File: src/rtl/credit_sender.sv
`default_nettype none
// ============================================================================
// Module      : credit_sender
// Description : Transmit end of a credit-based link. Accepts words from a
//               local valid/ready producer and forwards them over a
//               valid-only link (no backpressure) into a remote receive FIFO
//               of depth CREDITS. A word is only sent while at least one
//               remote slot is known to be free; the receiver returns one
//               credit per popped word.
// Ports       :
//   clk           in   clock, rising edge
//   rst           in   asynchronous active-high reset
//   IN_valid      in   producer has a word
//   IN_data       in   producer word [WIDTH-1:0]
//   OUT_ready     out  sender accepts IN_data this cycle
//   OUT_valid     out  link word valid (registered)
//   OUT_data      out  link word (registered) [WIDTH-1:0]
//   IN_creditRet  in   receiver freed one slot this cycle
//   OUT_credits   out  current credit count [$clog2(CREDITS):0]
//   OUT_idle      out  all credits home
//   OUT_error     out  sticky credit-return overflow flag
// Revision    : 1.0 - initial release
// ============================================================================
module credit_sender #(
    parameter int WIDTH   = 32,
    parameter int CREDITS = 4
) (
    input  logic                       clk,
    input  logic                       rst,
    input  logic                       IN_valid,
    input  logic [WIDTH-1:0]           IN_data,
    output logic                       OUT_ready,
    output logic                       OUT_valid,
    output logic [WIDTH-1:0]           OUT_data,
    input  logic                       IN_creditRet,
    output logic [$clog2(CREDITS):0]   OUT_credits,
    output logic                       OUT_idle,
    output logic                       OUT_error
);

    // One extra bit so that CREDITS itself is representable.
    localparam int CNT_W = $clog2(CREDITS) + 1;

    localparam logic [CNT_W-1:0] C_CREDITS_FULL = CNT_W'(CREDITS);
    localparam logic [CNT_W-1:0] C_ONE          = CNT_W'(1);
    localparam logic [CNT_W-1:0] C_ZERO         = '0;

    logic [CNT_W-1:0] r_credits;
    logic             r_valid;
    logic [WIDTH-1:0] r_data;
    logic             r_error;

    logic             w_ready;
    logic             w_send;

    // A credit returned in this same cycle is deliberately not bypassed into
    // ready: it only becomes usable after the edge that counts it. Ready is
    // also forced low while reset is held.
    assign w_ready = (r_credits != C_ZERO) && !rst;
    assign w_send  = IN_valid && w_ready;

    always_ff @(posedge clk or posedge rst) begin
        if (rst) begin
            r_credits <= C_CREDITS_FULL;
            r_valid   <= 1'b0;
            r_data    <= '0;
            r_error   <= 1'b0;
        end else begin
            r_valid <= w_send;
            if (w_send) begin
                r_data <= IN_data;
            end

            // Send and return in the same cycle cancel out.
            case ({w_send, IN_creditRet})
                2'b10: begin
                    r_credits <= r_credits - C_ONE;
                end
                2'b01: begin
                    if (r_credits == C_CREDITS_FULL) begin
                        // Receiver returned a credit it never had: hold the
                        // count at full and flag the violation until reset.
                        r_error <= 1'b1;
                    end else begin
                        r_credits <= r_credits + C_ONE;
                    end
                end
                default: begin
                    r_credits <= r_credits;
                end
            endcase
        end
    end

    assign OUT_ready   = w_ready;
    assign OUT_valid   = r_valid;
    assign OUT_data    = r_data;
    assign OUT_credits = r_credits;
    assign OUT_idle    = (r_credits == C_CREDITS_FULL);
    assign OUT_error   = r_error;

endmodule
`default_nettype wire
File: config.mk
export PLATFORM = sky130hd
export DESIGN_NAME = credit_sender
export DESIGN_NICKNAME = d
export VERILOG_FILES = /design/src/rtl/credit_sender.sv
export SDC_FILE = /design/constraint.sdc
export NUM_CORES = 1
export LEC_CHECK = 0
export BUFFER_PORTS_ARGS = -buffer_cell sky130_fd_sc_hd__buf_2
export CELL_PAD_IN_SITES_DETAIL_PLACEMENT = 1
export CELL_PAD_IN_SITES_GLOBAL_PLACEMENT = 2
export CORE_MARGIN = 10
export CORE_UTILIZATION = 29
export DETAILED_ROUTE_END_ITERATION = 10
export GPL_ROUTABILITY_DRIVEN = 0
export HOLD_SLACK_MARGIN = 0.08
export PLACE_DENSITY = 0.86
export REMOVE_ABC_BUFFERS = 1
export SETUP_SLACK_MARGIN = 0.3
export SLEW_MARGIN = 20
export SYNTH_ARGS = -nofsm -noshare
export SYNTH_HDL_FRONTEND = slang
export SYNTH_SLANG_ARGS = --single-unit
export TNS_END_PERCENT = 5
File: constraint.sdc
create_clock -name clk -period 2.5 [get_ports clk]
set_input_delay 0.125 -clock clk [delete_from_list [all_inputs] [get_ports clk]]
set_output_delay 0.125 -clock clk [all_outputs]
set_load 0.005 [all_outputs]
Yosys cells after proc, flatten, opt, wreduce, memory -nomap -nowiden --
Index checks and enable logic that the tools add are counted.
Storage, ports and cells: register bits 37, input bits 36, word-level logic and storage cells 19
Operators by class: add/sub/neg operators 2, equality and inequality tests 4, multiplexer cells 2, reductions and logical operators 7
Operator list (count):
- $pmux W3 S2 | 1
- $reduce_and A2 Y1 | 2
- $add A3 B1 Y3 const B | 1
- $eq A3 B3 Y1 const B | 1
- $mux W3 | 1
- $reduce_bool A3 Y1 | 1
- $sub A3 B1 Y3 const B | 1
- $eq A2 B1 Y1 const B | 1
- $eq A2 B2 Y1 const B | 1
- $logic_and A1 B1 Y1 | 2
- $ne A2 B2 Y1 const B | 1
- $reduce_bool A2 Y1 | 1
- $logic_not A1 Y1 | 1

Longest topological paths before layout --
depth in word-level cells 6, mapped depth 6, gate-level depth less buffers 6

Worst setup path before layout --
OpenSTA, ideal clock, no wires.
path kind reg2reg, start point register r_credits[0], in the netlist OUT_credits[0], end point register r_credits[2], in the netlist OUT_credits[2], arrival time 2018 ps, path slack 423 ps, cell stages (with the launch flop) 7, buffers on the path 0, period minus slack after synthesis 2077 ps, path through dfrtp_1 nor3_4 o21ai_0 fa_1 or4_1 a21oi_1 a311o_2
Between the ends: cells in the longest elaborated chain, start to end 6, elaborated cells between the ends (all ways) 13, classes of those cells 2 x add/sub; 4 x eq/ne; 2 x mux; 5 x reduce/logical
Ends and longest elaborated chain:
- from (decl) | line 48 | logic [CNT_W-1:0] r_credits;
- from (signal assigned) | line 77 | r_credits <= r_credits - C_ONE;
- from (signal assigned) | line 85 | r_credits <= r_credits + C_ONE;
- from (signal assigned) | line 89 | r_credits <= r_credits;
- $reduce_bool A3 Y1 | line 59 | assign w_ready = (r_credits != C_ZERO) && !rst;
- $logic_and A1 B1 Y1 | line 59
- $logic_and A1 B1 Y1 | line 60 | assign w_send = IN_valid && w_ready;
- $eq A2 B1 Y1 or $eq A2 B2 Y1 (tied branches) | line 75 | case ({w_send, IN_creditRet})
- $ne A2 B2 Y1 (no line) or $reduce_bool A2 Y1 (tied branches)
- $reduce_and A2 Y1 (no line)
Several ways; a longest one is shown, not always the timed one. The select of a mux whose other input is x is not followed. A chain may end at the register's enable or synchronous reset.

Worst setup path after layout --
start point input rst, end point register r_credits[2], in the netlist OUT_credits[2]
Between the ends: cells in the longest elaborated chain, start to end 6, elaborated cells between the ends (all ways) 9, classes of those cells 3 x eq/ne; 1 x mux; 5 x reduce/logical
Ends and longest elaborated chain:
- from (decl) | line 29 | input logic rst,
- $logic_not A1 Y1 (no line) *
- $logic_and A1 B1 Y1 * | line 59
- $logic_and A1 B1 Y1 * | line 60
- $eq A2 B1 Y1 or $eq A2 B2 Y1 (tied branches) | line 75
- $ne A2 B2 Y1 (no line) or $reduce_bool A2 Y1 (tied branches)
- $reduce_and A2 Y1 (no line)
Mark *: on every way between the ends. The rest lies on a longest branch, timed or not.

==> results.json <==
{
  "outcome": "finished, final reports clean",
  "io_buffers": 74,
  "fp.coreArea_um2": 5140,
  "die_w_um": 93.1,
  "htree_levels": 2,
  "start_util": 0.301,
  "via_per_inst": 4.33,
  "period_needed_ns": 2.08,
  "wl_mm": 4.92,
  "synth_edf_count": 0,
  "syn_avg_cell_area_um2": 15.3,
  "seqCellArea_um2": 930,
  "areaGrowthSynthToFinish_pct": 58.4,
  "synth_cell_types": 29,
  "clk_path_buf_depth": 2,
  "design_area_um2": 2450,
  "synth_cells": 101,
  "clock.fmax_mhz": 481,
  "dr_total_vias": 1239,
  "critPathKind": "input port to flop",
  "hold_class": "input port to flop",
  "first_pass_iters": 3,
  "insertion_delay_ns": 0.28,
  "multi_input_area_um2": 576,
  "total_power_mw": 2.51,
  "dieArea_um2": 8660,
  "setup_tns_ns": 0,
  "rows": 26,
  "synth_ff_type": "dfrtp_1",
  "drive_above_1_share": 0.583,
  "numCtsBuffers": 5,
  "clock_sinks": 37,
  "ys_seq_elements": 37,
  "nFillCells": 591,
  "slew_violations": 0,
  "setup.worst_path.start_class": "input port",
  "tightest_slew_ns": 0.650,
  "grt_pass1_wl_mm": 7.89,
  "grt.overflow.total": 0,
  "slew_headroom": 0.566,
  "rsz0062_at_grt": "false",
  "grt_max_degree": 34,
  "route.detailed.drc": 0,
  "ys_warn_count": 0,
  "yosys-top-cells-area": "dfrtp_1 58%, mux2_2 20%, buf_6 2.9%, mux2_1 2.9%, dfstp_2 1.7%",
  "synth.most_common_cell": "dfrtp_1",
  "skew_ns": 0.00430,
  "grtUsageTotal": 0.117,
  "hpwl_mm": 3.16,
  "num_antenna_cells": 0,
  "clkTransAtPathRegs_ns": 0.07,
  "ioPinCount": 75,
  "drt_iter0_markers": 30,
  "grt_pass1_vias": 1501,
  "synth_seq_area_share": 0.599,
  "ir_worst_vdd_mv": 0.516,
  "die_h_um": 93.1,
  "synth.top_cell.area_share": 0.582,
  "worst_ep_arrival_time_ns": 2.31,
  "yosysTopAreaCell": "dfrtp_1",
  "hold_viol_final": 0,
  "synthArstFlopShare": 1.00,
  "setup-violations-final": 0,
  "antenna_found_initial": 0,
  "final_nets": 252,
  "post_dp_cell_area_um2": 1990,
  "period_share": 0.831,
  "tritoncts": "built",
  "leakage_nw": 1.15,
  "endpoint_kind": "flop",
  "cp_max_fo": 6,
  "synth_common_cells": "36 x dfrtp_1, 28 x mux2_2, 4 x buf_6, 4 x mux2_1, 3 x o21ai_0",
  "maxCapViolCount": 0,
  "wl_per_cell_um": 17.2,
  "antenna_left": 0,
  "synthesis.area_um2": 1550,
  "p_per_area_nw_per_um2": 1020,
  "crit_required_ns": 2.73,
  "ctsRootBufferMaster": "clkbuf_8"
}
[worst max-delay path, cell delays in order]
cell	delay (ns)
dlygate4sd3_1	0.52
buf_2	0.14
nand2b_4	0.17
o21ai_0	0.13
fa_2	0.39
or4_1	0.52
a21oi_1	0.17
a311o_2	0.13
[final cells by class]
class                           count  area share
Clock buffer                        7      0.0352
Multi-Input combinational cell     59       0.235
Tap cell                           70      0.0357
Inverter                            1     0.00153
Sequential cell                    37       0.379
Timing Repair Buffer              111       0.302
Clock inverter                      1      0.0122
[cells in the final DEF (no fill, tap or decap), types with 2 or more instances in the layout]
cell type,instances
nand3_1,2
nor2_1,2
buf_2,74
o21ai_0,3
mux2_2,28
dlygate4sd3_1,32
buf_4,4
dfrtp_2,2
clkbuf_8,6
dfrtp_1,34
mux2_1,4
[power breakdown]
part	total (mW)	switching [mW]	internal (mW)	leakage, nW
combinational	0.927	0.387	0.540	0.660
sequential	1.05	0.177	0.873	0.430
clock	0.532	0.206	0.325	0.0585
total	2.51	0.771	1.74	1.15
[timing repair]
item,in CTS,in global routing
pin swaps,1,1
gates resized for setup,2,1
gates cloned,0,0
buffers inserted,0,3
hold buffers,32,0
endpoints found under the hold margin,44,0
setup endpoints to repair,1,1
[routing by layer]
layer	track usage	share of wire	vias up
li1	-	-	582
met1	0.119	0.36	598
met2	0.191	0.49	52
met3	0.0767	0.13	7
met4	0.0373	0.012	0
met5	0	0	-
[worst paths after layout]
check	slack [ns]	to	cells after the start	startpoint
setup / recovery	0.42	OUT_credits[2]	8	rst
hold / removal	0.1	OUT_data[13]	2	IN_data[13]
setup reg to reg	0.44	OUT_credits[2]	6	OUT_credits[0]
hold reg to reg	0.49	OUT_error	1	OUT_error
max in group asynchronous	1.42	OUT_credits[1]	4	rst
min in group asynchronous	0.52	OUT_error	3	rst
[metrics by stage]
| stage | setup WS (ns) | util | std cells | hold slack (ns) |
|---|---|---|---|---|
| floorplan | 0.423 | - | 97 | 0.260 |
| global placement | 0.368 | 0.387 | 243 | 0.300 |
| detailed placement | 0.246 | 0.387 | 243 | 0.294 |
| CTS | 0.304 | 0.472 | 283 | 0.0843 |
| global route | 0.327 | 0.477 | 286 | 0.0810 |
| finish | 0.422 | 0.477 | 286 | 0.0964 |
[flip-flops by register name, indices dropped and copies added, names as in the netlist]
register / count
OUT_data: 32
OUT_valid: 1
OUT_credits: 3
OUT_error: 1
[cell families after synthesis]
family,after synthesis,synth area share
mux,32,0.233
compound gates,8,0.0380
flops,37,0.599
simple gates,16,0.0751
buf+inv,5,0.0315
fa+ha+maj,1,0.0129
xor+xnor,2,0.0113
No activity file was read; power rests on OpenSTA's default activity.
